## src/rtl/timer_bank_pkg.sv

```systemverilog
// Shared encodings and CTRL/select layout helpers for the timer bank.
package timer_bank_pkg;

    typedef enum logic [1:0] {
        MODE_ONESHOT  = 2'b00,
        MODE_PERIODIC = 2'b01,
        MODE_SQUARE   = 2'b10,
        MODE_HALT     = 2'b11
    } mode_t;

    typedef enum logic [1:0] {
        IDLE = 2'b00,
        RUN  = 2'b01,
        DONE = 2'b10
    } chan_state_t;

    function automatic int ctrl_mode_lsb(input int ch);
        return 2 * ch;
    endfunction

    function automatic int ctrl_en_bit(input int nch, input int ch);
        return 2 * nch + ch;
    endfunction

    function automatic int ctrl_irq_en_bit(input int nch, input int ch);
        return 3 * nch + ch;
    endfunction

    function automatic int sel_ctrl(input int nch);
        return nch;
    endfunction

    function automatic int sel_pend(input int nch);
        return nch + 1;
    endfunction

endpackage

```

## src/rtl/timer_chan.sv

```systemverilog
// One timer channel: reload/count registers, IDLE/RUN/DONE state and terminal output.
module timer_chan
    import timer_bank_pkg::*;
#(
    parameter int WIDTH = 32
) (
    input  logic             clk,
    input  logic             rstn,
    input  logic             load_i,
    input  logic [WIDTH-1:0] load_val_i,
    input  logic             edge_i,
    input  mode_t            mode_i,
    output logic [WIDTH-1:0] count_o,
    output logic             ch_out_o,
    output logic             term_o
);

    logic [WIDTH-1:0] count_q, count_d;
    logic [WIDTH-1:0] reload_q, reload_d;
    chan_state_t      state_q, state_d;
    logic             ch_out_q, ch_out_d;
    logic             pulse_q, pulse_d;
    logic             term_s;

    // Channel state register
    always_ff @(posedge clk or negedge rstn) begin
        if (!rstn) begin
            count_q  <= '0;
            reload_q <= '0;
            state_q  <= IDLE;
            ch_out_q <= 1'b0;
            pulse_q  <= 1'b0;
        end else begin
            count_q  <= count_d;
            reload_q <= reload_d;
            state_q  <= state_d;
            ch_out_q <= ch_out_d;
            pulse_q  <= pulse_d;
        end
    end

    // Next state: a reload write overrides any count edge in the same cycle
    always_comb begin
        count_d  = count_q;
        reload_d = reload_q;
        state_d  = state_q;
        pulse_d  = 1'b0;
        term_s   = 1'b0;
        // a periodic terminal pulse lasts exactly one clock
        if (pulse_q) begin
            ch_out_d = 1'b0;
        end else begin
            ch_out_d = ch_out_q;
        end
        if (load_i) begin
            reload_d = load_val_i;
            count_d  = load_val_i;
            if (load_val_i != {WIDTH{1'b0}}) begin
                state_d = RUN;
                if (mode_i == MODE_SQUARE) begin
                    ch_out_d = ch_out_q;
                end else begin
                    ch_out_d = 1'b0;
                end
            end else begin
                state_d = IDLE;
            end
        end else if (state_q == RUN && edge_i && mode_i != MODE_HALT) begin
            if (count_q > WIDTH'(1)) begin
                count_d = count_q - WIDTH'(1);
            end else if (count_q == WIDTH'(1)) begin
                term_s = 1'b1;
                case (mode_i)
                    MODE_ONESHOT: begin
                        count_d  = '0;
                        ch_out_d = 1'b1;
                        state_d  = DONE;
                    end
                    MODE_PERIODIC: begin
                        count_d  = reload_q;
                        ch_out_d = 1'b1;
                        pulse_d  = 1'b1;
                    end
                    MODE_SQUARE: begin
                        count_d  = reload_q;
                        ch_out_d = ~ch_out_q;
                    end
                    default: begin
                        count_d = count_q;
                    end
                endcase
            end else begin
                count_d = count_q;
            end
        end else begin
            count_d = count_q;
        end
    end

    assign count_o  = count_q;
    assign ch_out_o = ch_out_q;
    assign term_o   = term_s;

endmodule

```

## src/rtl/timer_bank_n.sv

```systemverilog
// N-channel down-counter/timer bank with CTRL, sticky PEND, masked irq and readback mux.
module timer_bank_n
    import timer_bank_pkg::*;
#(
    parameter int NCH   = 3,
    parameter int WIDTH = 32,
    parameter int SEL_W = $clog2(NCH + 2)
) (
    input  logic             clk,
    input  logic             rstn,
    input  logic [NCH-1:0]   tick,
    input  logic             counter_we,
    input  logic [SEL_W-1:0] counter_ch,
    input  logic [WIDTH-1:0] counter_val,
    output logic [WIDTH-1:0] counter_out,
    output logic [NCH-1:0]   ch_out,
    output logic             irq
);

    localparam int               CTRL_W   = 4 * NCH;
    localparam int               NSEL     = 1 << SEL_W;
    localparam logic [SEL_W-1:0] SEL_CTRL = SEL_W'(sel_ctrl(NCH));
    localparam logic [SEL_W-1:0] SEL_PEND = SEL_W'(sel_pend(NCH));

    logic [NCH-1:0]    tick_q, tick_d;
    logic [CTRL_W-1:0] ctrl_q, ctrl_d;
    logic [NCH-1:0]    pend_q, pend_d;
    logic              irq_q, irq_d;
    logic [NCH-1:0]    tick_edge_s, en_s, irq_en_s, term_s, load_s, w1c_s;
    logic [WIDTH-1:0]  count_s [NSEL];

    assign tick_edge_s = tick & ~tick_q;

    for (genvar g = 0; g < NCH; g++) begin : g_chan
        localparam int MB = ctrl_mode_lsb(g);
        assign en_s[g]     = ctrl_q[ctrl_en_bit(NCH, g)];
        assign irq_en_s[g] = ctrl_q[ctrl_irq_en_bit(NCH, g)];
        assign load_s[g]   = counter_we && (counter_ch == SEL_W'(g));

        timer_chan #(.WIDTH(WIDTH)) u_chan (
            .clk        (clk),
            .rstn       (rstn),
            .load_i     (load_s[g]),
            .load_val_i (counter_val),
            .edge_i     (tick_edge_s[g] & en_s[g]),
            .mode_i     (mode_t'(ctrl_q[MB+1:MB])),
            .count_o    (count_s[g]),
            .ch_out_o   (ch_out[g]),
            .term_o     (term_s[g])
        );
    end

    for (genvar g = NCH; g < NSEL; g++) begin : g_nosel
        assign count_s[g] = '0;
    end

    // Bank-level registers
    always_ff @(posedge clk or negedge rstn) begin
        if (!rstn) begin
            tick_q <= '0;
            ctrl_q <= '0;
            pend_q <= '0;
            irq_q  <= 1'b0;
        end else begin
            tick_q <= tick_d;
            ctrl_q <= ctrl_d;
            pend_q <= pend_d;
            irq_q  <= irq_d;
        end
    end

    // CTRL write, PEND set/W1C (set wins), irq from registered PEND and mask
    always_comb begin
        tick_d = tick;
        if (counter_we && counter_ch == SEL_CTRL) begin
            ctrl_d = counter_val[CTRL_W-1:0];
        end else begin
            ctrl_d = ctrl_q;
        end
        if (counter_we && counter_ch == SEL_PEND) begin
            w1c_s = counter_val[NCH-1:0];
        end else begin
            w1c_s = '0;
        end
        pend_d = (pend_q & ~w1c_s) | term_s;
        irq_d  = |(pend_q & irq_en_s);
    end

    // Readback mux
    always_comb begin
        counter_out = '0;
        if (counter_ch < SEL_CTRL) begin
            counter_out = count_s[counter_ch];
        end else if (counter_ch == SEL_CTRL) begin
            counter_out = WIDTH'(ctrl_q);
        end else if (counter_ch == SEL_PEND) begin
            counter_out = WIDTH'(pend_q);
        end else begin
            counter_out = '0;
        end
    end

    assign irq = irq_q;

endmodule

```

## config.mk

```make
export PLATFORM = sky130hd
export DESIGN_NAME = timer_bank_n
export DESIGN_NICKNAME = d
export VERILOG_FILES = /design/src/rtl/timer_bank_pkg.sv /design/src/rtl/timer_chan.sv /design/src/rtl/timer_bank_n.sv
export SDC_FILE = /design/constraint.sdc
export NUM_CORES = 1
export LEC_CHECK = 0
export ABC_AREA = 1
export ABC_CLOCK_PERIOD_IN_PS = 3000
export BUFFER_PORTS_ARGS = -buffer_cell sky130_fd_sc_hd__buf_4
export CAP_MARGIN = 25
export CORE_ASPECT_RATIO = 1.1
export CORE_MARGIN = 1.5
export CORE_UTILIZATION = 55
export DETAILED_ROUTE_END_ITERATION = 8
export PLACE_DENSITY = 0.78
export SYNTH_ARGS = -nofsm -noshare
export SYNTH_HDL_FRONTEND = slang
export SYNTH_HIERARCHICAL = 1
export SYNTH_SLANG_ARGS = --single-unit
```

## constraint.sdc

```tcl
create_clock -name clk -period 3 [get_ports clk]
set_input_delay 0.15 -clock clk [delete_from_list [all_inputs] [get_ports clk]]
set_output_delay 0.15 -clock clk [all_outputs]
set_load 0.01 [all_outputs]
```

After elaboration in Yosys (flattened, before gate mapping)
Cells that the tools add are included.
Operators by class
  magnitude comparators: 5
  muxes and demuxes: 89
  add/sub/neg operators: 3
  eq/ne operators: 25
  bitwise operators: 13
  reductions and logical operators: 44
Operators with widths (count)
  two-way mux 32 bit: 15
  one-hot mux 32 bit (2 select lines): 3
  binary-select mux 32 bit (select 3 bit): 1
  equality test 32 x 1 -> 1 bit (second input constant): 3
  greater-than comparator 32 x 1 -> 1 bit (second input constant): 3
  subtractor 32 x 1 -> 32 bit (second input constant): 3
  two-way mux 1 bit: 49
  nonzero test 32 bit: 1
  two-way mux 2 bit: 15
  nonzero test 2 bit: 9
  equality test 2 x 1 -> 1 bit (second input constant): 6
  two-way mux 12 bit: 1
  AND reduction 4 bit: 3
  nonzero test 4 bit: 3
  OR reduction 2 bit: 6
  logical AND 1 bit: 11
  bitwise AND 3 bit: 3
  inequality test 3 bit (second input constant): 3
  AND reduction 3 bit: 3
  nonzero test 3 bit: 3
  equality test 2 bit (second input constant): 3
  equality test 3 x 2 -> 1 bit (second input constant): 2
  zero test 2 bit: 3
  two-way mux 3 bit: 2
  14 further kinds: 25
Storage, ports and cells
  input port bits: 41
  output and inout port bits: 36
  logic and storage cells: 198
  register bits after elaboration: 223

Logic depth before layout (Yosys ltp)
  depth after elaboration: 8
  gate-level depth with buffers: 14

Hierarchy
The synthesis kept the hierarchy.
Modules (own cells, without submodules)
  timer_chan at g_chan[0].u_chan: seq. area each 1701.6 sq um, instances 1, area an instance 4408.0 sq um, cells each 669
  timer_chan at g_chan[1].u_chan: seq. area each 1701.6 sq um, instances 1, area an instance 4379.2 sq um, cells each 668
  timer_chan at g_chan[2].u_chan: seq. area each 1701.6 sq um, instances 1, area an instance 4312.9 sq um, cells each 653
  timer_bank_n: seq. area each 475.5 sq um, instances 1, area an instance 1894.3 sq um, cells each 328

Least setup slack after synthesis
OpenSTA, ideal clock, no wires.
  path type: input to register
  start point: input counter_ch[0]
  end point: register g_chan[1].u_chan.count_q[25]
  setup time: 65 ps
  arrival time: 1920 ps
  buffers on the path: 4
  path slack: 1015 ps
  stages on the path: 12
  data required time: 2935 ps
  cell sequence: buf_6 -> inv_1 -> buf_4 -> nor3_1 -> clkbuf_1 -> buf_1 -> nand2_1 -> nand2_1 -> nand2_1 -> nand2_1 -> nand2_1 -> nand2_1
On the way
  word-level cells in the longest chain between the ends: 4
  elaborated cells on any way between the ends: 7
  classes of those cells: eq/ne: 1; mux: 1; reduce/logical: 5
Ends and longest elaborated chain
  from (decl): line timer_bank_n.sv:13  | input logic [SEL_W-1:0] counter_ch,
  equality test 3 x 1 -> 1 bit *: line timer_bank_n.sv:38  | assign load_s[g] = counter_we && (counter_ch == SEL_W'(g));
  logical AND 1 bit *: line timer_bank_n.sv:38
  net load_s[1]: line timer_bank_n.sv:29  | logic [NCH-1:0] tick_edge_s, en_s, irq_en_s, term_s, load_s, w1c_s;
  nonzero test 4 bit (no line) (tied with other cells)
  AND reduction 3 bit (no line)
  to (signal assigned): line timer_chan.sv:34  | count_q <= count_d;
  to (decl): line timer_chan.sv:18  | logic [WIDTH-1:0] count_q, count_d;
Mark *: on every way through the listed nets, which the timed path passes. The rest lies on a longest branch.
A chain may end at the register's enable or synchronous reset.

Worst setup path in the final report
  start point: register g_chan[0].u_chan.count_q[0]
  end point: register g_chan[0].u_chan.count_q[5]
On the way
  word-level cells in the longest chain between the ends: 4
  elaborated cells on any way between the ends: 9
  classes of those cells: add/sub: 1; order compare: 1; eq/ne: 1; mux: 3; reduce/logical: 3
Ends and longest elaborated chain
  from (decl): line timer_chan.sv:18
  from (signal assigned): line timer_chan.sv:34
  subtractor 32 x 1 -> 32 bit / greater-than comparator 32 x 1 -> 1 bit (equally long branches): line timer_chan.sv:70, timer_chan.sv:69
  two-way mux 32 bit: line timer_chan.sv:69  | if (count_q > WIDTH'(1)) begin
  two-way mux 32 bit: line timer_chan.sv:68  | end else if (state_q == RUN && edge_i && mode_i != MODE_HALT) begin
  two-way mux 32 bit: line timer_chan.sv:55  | if (load_i) begin
Several ways; a longest one is shown, not always the timed one. The select of a mux whose other input is x is not followed.

==> results.toml <==
[run_status]
status = "finished clean"

[sta]
worst_slew_margin_rel_pct = 40.1
finalSetupTns_ps = 0
finalCriticalPeriod_ps = 2480
hold_violations = 0
achievable-frequency_mhz = 403
final.period_utilization_pct = 82.7
grt_setup_unrepaired = "false"
report.final.setup_viol = 0
finalClockSkew_ps = 16.6
worst_pin_slew_ps = 897
drv_slew = 0

[place]
port_buffers = 76
finalWeightedCongestion = 1.01
hpwlAfterDp_um = 36400

[die]
die_w_um = 160
floorplan.core_area_sq_um = 26900
dieHeight_um = 176
io_pins = 77
design.die.area_sq_um = 28300
site_rows = 63
floorplan.initialDensity_pct = 55.8

[cells_and_area]
flow.area_growth_from_synthesis_pct = 13.4
drive_above_1_share_pct = 8.87
finalNetCount = 2464
layout.filler_cells = 2486

[synthesis]
synth-seq-area-share_pct = 37.2
netlist-cell-type-count = 39
yosys_register_bits = 223
netlist_area_sq_um = 15000
async_reset_ff_share_pct = 100
synth.largest_area_cell = "dfrtp_1"
post_synth.cell_area_avg_sq_um = 6.47
yosysMostFrequentCell = "nand2_1"
synth_nets = 2377
synth_flop_cell = "dfrtp_1"
synth-warning-count = 6
synth.cells.most_frequent = "1068 x nand2_1, 244 x nand3_1, 234 x nor2_1"
number_of_synthesized_flops_with_an_enable_pin = 0
yosys-top-cells-area = "dfrtp_1 37%, nand2_1 27%, nand3_1 8.1%"
post-synth-top-area-fraction_pct = 37.2
synthesis.instances = 2318

[global_routing]
grt_max_degree = 80
grt_remaining_overflow = 0
antenna_found_initial = 0
globalRouteTotalUtil_pct = 36.3
wire_length_of_the_first_global_routing_pass_um = 80000
number_of_global_route_vias_before_repair = 14900

[routing]
drc = 0
antenna_left = 0
route.vias.total = 15500
drt_wl_total_um = 50900
number_of_drc_markers_after_the_initial_detailed_route_iteration = 1665
post_drt_wl_per_cell_um = 18.3
drt-vias-per-instance = 5.58
dr.pass1.iters = 7

[power]
power.density_cell_area_nw_per_um2 = 808
vdd.ir_drop.worst_mv = 0.590
power_uw = 13700
static-leakage-power_uw = 0.00961

[setup_path]
timing.critical_path.required_ps = 3490
critical_path.slowest_cell = "dfrtp_1"
cp_cell_sequence = "inv_1, ha_1, nand2_1, nor2_2, nand2_2, nand2_2, nand2_2, nor2_8, nand3_1, nand3_1, nand2_1, nand2_1"
critical_path.top_delay_family = "simple AND/OR/NAND/NOR gates"
maximum_fanout_count_along_the_critical_path = 17
timing.rr.start = "g_chan[0].u_chan/count_o[0]"
start_kind = "flip-flop"
criticalPathCategory = "reg2reg"
register_to_register_setup_slack_ps = 520
r2r_cells = 12
critPathArrivalTime_ps = 2970
r2r_end = "g_chan[0].u_chan/count_o[5]"
crit_buf_inv = 1
end_kind = "flip-flop"
crit_path_max_incr_delay_ps = 430

[cts]
tritoncts.num_buffers = 26
buffers_from_clock_root_to_sink_at_most = 3
tritoncts = "yes"
hold_buffers = 43
post-cts-setup-buffers = 0
clockRootBuffer = "clkbuf_16"
number_of_h_tree_levels = 1
clock_sink_count = 223
post_cts.resized_instances = 0
clkTransAtPathRegs_ps = 70
clock_insertion_delay_worst_skew_ps = 550

[flow_run]
max-cap-violations = 0

[hold_path]
hp-class = "in2async"
[flip-flops by register name (all words and copies together), names as in the netlist]
register,count
ctrl_q,12
g_chan.u_chan/ch_out_o,3
g_chan.u_chan/count_o,96
g_chan.u_chan/pulse_q,3
g_chan.u_chan/reload_q,96
g_chan.u_chan/state_q,6
irq,1
pend_q,3
tick_q,3
[area by class of cell]
class | count | area (sq um) | share of cell area (%)
Sequential cell | 223 | 5580 | 32.8
Tap cell | 357 | 447 | 2.63
Clock inverter | 6 | 57.6 | 0.339
Inverter | 184 | 693 | 4.08
Clock buffer | 40 | 805 | 4.73
Multi-Input combinational cell | 1823 | 8170 | 48.1
Timing Repair Buffer | 147 | 1240 | 7.32
Antenna cell | 1 | 2.50 | 0.0147
[logic make-up (layout without fill, tap and decap cells)]
group,after synthesis,after routing,synth area share [%]
flops,223,223,37.2
compound gates,77,77,2.99
simple gates,1680,1680,47.1
buf+inv,272,377,8.39
other cells,0,1,0
xor+xnor,48,48,2.80
fa+ha+maj,18,18,1.50
[cells in the final DEF, fill, tap and decap left out, drive strengths merged, types with 2 or more instances in the layout]
cell / instances
clkbuf: 40
nor3: 13
o21ai: 56
xor2: 26
buf: 104
dfrtp: 223
inv: 184
a21oi: 11
o21a: 2
nor4: 8
nor2: 264
ha: 18
clkinv: 4
or2: 2
and2: 4
nand4: 34
nor3b: 6
nand3: 244
nand3b: 11
xnor2: 22
o21bai: 4
nand2: 1094
dlygate4sd3: 43
[stage by stage]
step,hold WS (ps),instances,worst slack (ps),instance area (sq um),utilization [%]
2_1_floorplan,-146,2318,1020,15000,-
3_3_place_gp,170,2691,667,15700,58.4
3_5_place_dp,177,2691,586,15700,58.4
4_1_cts,211,2780,552,17000,63.2
5_1_grt,242,2780,337,17000,63.2
6_report,166,2781,520,17000,63.2
[worst max path at each step]
stage	depth (start not counted)	to	startpoint	slack [ps]
floorplan	12	g_chan[1].u_chan/count_o[25]	counter_ch[0]	1020
global placement	12	g_chan[0].u_chan/count_o[23]	g_chan[0].u_chan/count_o[0]	670
detailed placement	12	g_chan[0].u_chan/count_o[6]	g_chan[0].u_chan/count_o[0]	590
CTS	12	g_chan[0].u_chan/count_o[5]	g_chan[0].u_chan/count_o[0]	550
global route	12	g_chan[0].u_chan/count_o[5]	g_chan[0].u_chan/count_o[0]	340
finish	12	g_chan[0].u_chan/count_o[5]	g_chan[0].u_chan/count_o[0]	520
[power by group]
part / internal, uW / switching (uW) / total, uW
clock network: 1910 / 1300 / 3210
logic: 2050 / 3550 / 5610
registers: 3820 / 1100 / 4920
[per-layer routing]
layer	vias up	global-route usage, %	part of all wire (%)	wire, um
met5	-	0	0	0
met4	0	22.6	7.0	3550
met3	205	6.95	9.7	4920
met2	760	57.1	44	22500
met1	7152	46.4	39	19900
li1	7394	-	-	-
Power figures use the tool's default switching activity.
